$ cat src/rtl/mod_counter.sv
// mod_counter: modulo-MODULUS up/down counter with sync clear, clamped load and a registered wrap pulse.
// Latency: count and wrap update one edge after qualifying inputs; at_terminal is combinational.
// No backpressure; optional MOD_COUNTER_WRAP_CNT_EN adds a 16-bit saturating wrap_count output.
module mod_counter #(
    parameter int WIDTH       = 3,
    parameter int MODULUS     = 8,
    parameter int RESET_VALUE = 0
) (
    input  logic             clock,
    input  logic             reset_n,
    input  logic             enable,
    input  logic             up_down,
    input  logic             clear,
    input  logic             load,
    input  logic [WIDTH-1:0] load_value,
    output logic [WIDTH-1:0] count,
    output logic             wrap,
    output logic             at_terminal
`ifdef MOD_COUNTER_WRAP_CNT_EN
    ,
    output logic [15:0]      wrap_count
`endif
);

    generate
        if (WIDTH < 1) begin : g_bad_width
            $error("mod_counter: WIDTH must be >= 1");
        end
        if (MODULUS < 2 || 64'(MODULUS) > (64'd1 << WIDTH)) begin : g_bad_modulus
            $error("mod_counter: MODULUS must satisfy 2 <= MODULUS <= 2**WIDTH");
        end
        if (RESET_VALUE < 0 || RESET_VALUE >= MODULUS) begin : g_bad_reset
            $error("mod_counter: RESET_VALUE must be in [0, MODULUS-1]");
        end
    endgenerate

    localparam int unsigned      WP1     = WIDTH + 1;
    localparam logic [WIDTH:0]   MOD_W   = WP1'(MODULUS);
    localparam logic [WIDTH:0]   TERM_W  = WP1'(MODULUS - 1);
    localparam logic [WIDTH-1:0] MAX_VAL = WIDTH'(MODULUS - 1);
    localparam logic [WIDTH-1:0] RST_VAL = WIDTH'(RESET_VALUE);
    localparam logic [WIDTH-1:0] ONE     = WIDTH'(1);

    logic [WIDTH-1:0] count_q, count_d;
    logic             wrap_q, wrap_d;
    logic             at_max, at_zero;

    // Terminal compare is done one bit wider so MODULUS == 2**WIDTH is representable;
    // the +/-1 paths only run off the terminal values, so they never overflow WIDTH bits.
    assign at_max  = ({1'b0, count_q} == TERM_W);
    assign at_zero = (count_q == '0);

    always_comb begin
        count_d = count_q;
        wrap_d  = 1'b0;
        if (clear) begin
            count_d = '0;
        end else if (load) begin
            count_d = ({1'b0, load_value} < MOD_W) ? load_value : MAX_VAL;
        end else if (enable) begin
            if (up_down) begin
                if (at_max) begin
                    count_d = '0;
                    wrap_d  = 1'b1;
                end else begin
                    count_d = count_q + ONE;
                end
            end else begin
                if (at_zero) begin
                    count_d = MAX_VAL;
                    wrap_d  = 1'b1;
                end else begin
                    count_d = count_q - ONE;
                end
            end
        end
    end

    always_ff @(posedge clock or negedge reset_n) begin
        if (!reset_n) begin
            count_q <= RST_VAL;
            wrap_q  <= 1'b0;
        end else begin
            count_q <= count_d;
            wrap_q  <= wrap_d;
        end
    end

    assign count       = count_q;
    assign wrap        = wrap_q;
    assign at_terminal = up_down ? at_max : at_zero;

`ifdef MOD_COUNTER_WRAP_CNT_EN
    logic [15:0] wrap_cnt_q, wrap_cnt_d;

    always_comb begin
        wrap_cnt_d = wrap_cnt_q;
        if (clear) begin
            wrap_cnt_d = '0;
        end else if (wrap_d && (wrap_cnt_q != 16'hFFFF)) begin
            wrap_cnt_d = wrap_cnt_q + 16'd1;
        end
    end

    always_ff @(posedge clock or negedge reset_n) begin
        if (!reset_n) begin
            wrap_cnt_q <= '0;
        end else begin
            wrap_cnt_q <= wrap_cnt_d;
        end
    end

    assign wrap_count = wrap_cnt_q;
`endif

endmodule
$ cat config.mk
export PLATFORM = sky130hd
export DESIGN_NAME = mod_counter
export DESIGN_NICKNAME = d
export VERILOG_FILES = /design/src/rtl/mod_counter.sv
export SDC_FILE = /design/constraint.sdc
export NUM_CORES = 1
export LEC_CHECK = 0
export BUFFER_PORTS_ARGS = -buffer_cell sky130_fd_sc_hd__buf_2
export CAP_MARGIN = 25
export CORE_AREA = 3 3 40 42
export CTS_CLUSTER_SIZE = 28
export DETAILED_ROUTE_END_ITERATION = 10
export DIE_AREA = 0 0 43 45
export GPL_ROUTABILITY_DRIVEN = 0
export MAX_ROUTING_LAYER = met4
export PLACE_DENSITY = 0.57
export SETUP_SLACK_MARGIN = 0.05
export SLEW_MARGIN = 25
export SYNTH_ARGS = -nofsm -noshare
export SYNTH_HDL_FRONTEND = slang
export SYNTH_SLANG_ARGS = --single-unit
$ cat constraint.sdc
create_clock -name clock -period 2.99 [get_ports clock]
set_input_delay 0 -clock clock [delete_from_list [all_inputs] [get_ports clock]]
set_output_delay 0 -clock clock [all_outputs]
set_load 0.05 [all_outputs]
Yosys cells after proc, flatten, opt, wreduce, memory -nomap -nowiden

Cells that the tools add are included.

Add/subtract/negate cells: 2
$mul: 0
Divide/modulo/power cells: 0
Order comparisons: 0
Equality and inequality tests: 1
Shifts and indexed selects: 0
Muxes and demuxes: 13
Bitwise gates (word level): 0
Reduce and logical (&&, ||, !) cells: 2

Operator list:

| cell                | number |
|---|---|
| $mux 3              | 6 |
| $mux 1              | 7 |
| $add 3x1->3 const B | 1 |
| $eq 3x3->1 const B  | 1 |
| $logic_not 3->1     | 1 |
| $reduce_bool 3->1   | 1 |
| $sub 3x1->3 const B | 1 |

Bits in registers: 4
Latch bits: 0
Bits in writable memories: 0
Memory bits (read-only): 0
Bits of input ports: 9
Output and inout bits: 5
Word-level logic and storage cells: 20
Memories kept: 0

Depth between registers and ports, before layout

Word-level depth: 6
Mapped depth: 5

Worst setup path before layout

OpenSTA, ideal clock, no wires.

Path type: register to register
From: register count_q[0] (netlist: count[0])
To: register count_q[2] (netlist: count[2])
Setup time: 0.135 ns
Data arrival time: 1.626 ns
Setup slack: 1.229 ns
Stages on the path, launching flop included: 6
Path buffers: 0
Clock period less this slack: 1.761 ns
Cell sequence: dfrtp_1 inv_1 ha_1 or3_1 a221oi_1 a2111oi_0

Word-level cells in the longest chain between the ends: 6
Elaborated cells on any way between the ends: 10

Ends and longest elaborated chain:

| element                             | RTL line | RTL |
|---|---|---|
| start: declaration                  | 44       | `logic [WIDTH-1:0] count_q, count_d;` |
| start signal: assignment            | 84       | `count_q <= count_d;` |
| $sub 3x1->3 (tied with other cells) | 73       | `count_d = count_q - ONE;` |
| $mux 3, on equally long branches    | 69, 62   |  |
| $mux 3 *                            | 61       | `if (up_down) begin` |
| $mux 3 *                            | 60       | `end else if (enable) begin` |
| $mux 3 *                            | 58       | `end else if (load) begin` |
| $mux 3 *                            | 56       | `if (clear) begin` |

Every way passes the cells marked *; elsewhere a longest branch is shown, timed or not. The select of a mux whose other input is x is not followed.
A chain may end at the register's enable or synchronous reset.

Worst setup path in the final report

From: register count_q[0] (netlist: count[0])
To: output port at_terminal

Word-level cells in the longest chain between the ends: 2
Elaborated cells on any way between the ends: 3

Ends and longest elaborated chain:

| element                                       | RTL line | RTL |
|---|---|---|
| $eq 3x3->1 or $logic_not 3->1 (tied branches) | 50, 51   |  |
| $mux 1 *                                      | 91       | `assign at_terminal = up_down ? at_max : at_zero;` |
| end: declaration                              | 18       | `output logic at_terminal` |

Every way passes the cells marked *; elsewhere a longest branch is shown, timed or not.

==> impl_results.md <==
- Ant diodes: 0
- Post-synth top area share: 31.7%
- Synth Flop Type: dfrtp_1
- Fin Clk Skew: 3.75 ps
- Setup crit end kind: primary output
- Number of I/O pins: 14
- Worst setup SP type: flip-flop
- EDFF count, synth: 0
- Synthesized Nets: 46
- Post-synth top area cell: dfrtp_1
- Total power draw: 0.188 mW
- DRC viols: 0
- Worst Max-Slew Pin Slew: 341 ps
- Largest net degree at the start of global routing: 9
- Setup slack on the worst flop-to-flop path: 1470 ps
- Largest cells by area after synthesis: dfrtp_1 32%, ha_1 16%, nor3b_1 7.1%
- Hold Startpoint: load_value[2]
- Max Transition Viols Final: 0
- Post-DRT Antenna Nets: 0
- Fraction of final layout cells with drive strength greater than 1: 37.3%
- CP Data Required Time: 2990 ps
- Die Span Y: 45 µm
- WS Path Type: flip-flop to primary output
- Core Area: 1280 µm²
- Setup tns final: 0 ps
- PD cells: 425 nW/µm²
- Layout Utilization: 34.4%
- HPWL after detailed placement: 565 µm
- Die W: 43 µm
- Pre-CTS setup slack: 1460 ps
- Max clock buf depth: 2
- Synth cell types: 19
- Die ar.: 1940 µm²
- RSZ-0062 raised after global routing: no
- Max cap viols: 0
- Clock Pin Slew Worst Setup and Hold Paths: 40 ps
- Sequential area share after synthesis: 31.7%
- Rel. slew slack: 76.7%
- Cts hold-fix bufs: 2
- Worst r2r src: count[0]
- Reg-to-Reg End: count[0]
- Post-cts sizing count: 0
- Vias in the first global route: 301
- Initial drt markers: 12
- Starting Density: 24.5%
- Global route total overflow: 0
- Setup Viol. Count Final: 0
- Worst R2R Path Depth: 5
- Worst min-delay path class: input pin to flip-flop
- Warnings, synthesis: 0
- Hold Fails Final Rpt: 0
- Initial antenna violation count: 0
- Layout Area Growth over Synthesis: 40.1%
- Setup ws final: 1280 ps
- Hold Path Depth: 3
- H-tree levels: 1
- Post-synth ARST share: 100%
- DRT Pass-1 Iters: 3
- Cts bufs inserted: 3
- Clk_lat worst skew: 230 ps
- Leakage power: 0.229 nW
- Via count: 319
- # Post-CTS Setup Buffers: 0
- Global Route Usage Sum: 9.28%
- Fin crit period: 1710 ps
- Final worst-path cycle share: 57.2%
- Vias/cell: 4.83
- Std cell rows: 13
- Count of nets after finishing: 66
- First-pass GRT wire length: 1.20 mm
- Clock root buffer: clkbuf_4
- DR WL/cell: 10.8 µm
- WHS Endpoint: count[2]
- Netlist Area Pre-Place: 315 µm²
- CTS tree: yes
- Cells after synthesis: 33
- Sink Count: 4
- Critical Path AT: 1710 ps
- Seq cells post-synth: 4
- Routed WL: 710 µm
- VDD IR-drop max: 0.261 mV
- Outcome: completed
- Critical path fanouts, max: 5
- Average size of a mapped cell: 9.55 µm²
- Fmax: 584 MHz
- Port Buf Inserts: 13
## worst max-delay path by stage
stage	slack [ps]	from	to	depth (start not counted)
6_report	1280	count[0]	at_terminal	5
4_1_cts	1270	count[0]	at_terminal	5
5_1_grt	1170	count[0]	at_terminal	5
2_1_floorplan	1230	count[0]	count[2]	5
3_5_place_dp	1460	count[0]	count[2]	5
3_3_place_gp	1490	count[0]	count[2]	5
## logic make-up (layout without fill, tap and decap cells)
logic type	count (synthesis)	count (layout)	synth area share, %
AND/OR/NAND/NOR	14	14	32.1
AO/OA/AOI/OAI	8	8	16.7
adder cells (fa/ha/maj)	4	4	15.9
flip-flops	4	4	31.7
buffers and inverters	3	21	3.57
## synthesized netlist by cell type, drive strengths merged (2+ instances only)
master	number
inv	3
or3b	2
ha	4
nor3b	3
nand2	2
a21oi	4
dfrtp	4
## flip-flops by register name, indices dropped and copies added (netlist names)
register,flops
count,3
wrap,1
## layout make-up
class | instances | area, µm²
Inverter | 3 | 11.3
Timing Repair Buffer | 15 | 85.1
Tap cell | 15 | 18.8
Multi-Input combinational cell | 26 | 204
Clock buffer | 3 | 22.5
Fill cell | 139 | 843
Sequential cell | 4 | 100
## per-layer routing
metal,GRT usage [%],share of wire (%)
met1,9.69,46
met2,12.9,43
met3,6.37,9.4
met4,5.42,2.3
met5,-,0
## cells in the final DEF (no fill, tap or decap)
master / netlist / final
a2111oi_0: 1 / 1
a21oi_1: 4 / 4
a221oi_1: 1 / 1
and2_1: 1 / 1
and2b_1: 1 / 1
buf_2: 0 / 13
clkbuf_4: 0 / 3
dfrtp_1: 4 / 4
dlygate4sd3_1: 0 / 2
ha_1: 4 / 4
inv_1: 3 / 3
nand2_1: 2 / 2
nand2b_4: 1 / 1
nor2b_1: 1 / 1
nor3_1: 1 / 1
nor3b_1: 3 / 3
o22ai_1: 1 / 1
o32ai_1: 1 / 1
or2b_2: 1 / 1
or3_1: 1 / 1
or3b_1: 1 / 1
or3b_2: 1 / 1
## where the power goes
| part | leakage, nW | switching (mW) | internal (mW) | total (mW) |
|---|---|---|---|---|
| combinational | 0.162 | 0.0366 | 0.0232 | 0.0598 |
| clock | 0.0138 | 0.0209 | 0.0448 | 0.0657 |
| sequential | 0.0527 | 0.00428 | 0.0581 | 0.0624 |
## stage by stage
stage          area [µm²]  hold WS, ps  std cells
2_1_floorplan         315         -296         33
3_3_place_gp          399         -193         61
3_5_place_dp          399         -192         61
4_1_cts               442         23.7         66
5_1_grt               442         35.3         66
6_report              442         27.2         66
## worst max-delay path: stages (launching register included)
cell and delay (ps):
dfrtp_1 400, inv_1 90, ha_1 170, or3b_2 480
nand2_1 80, buf_2 250
(Power assumes the default switching activity.)
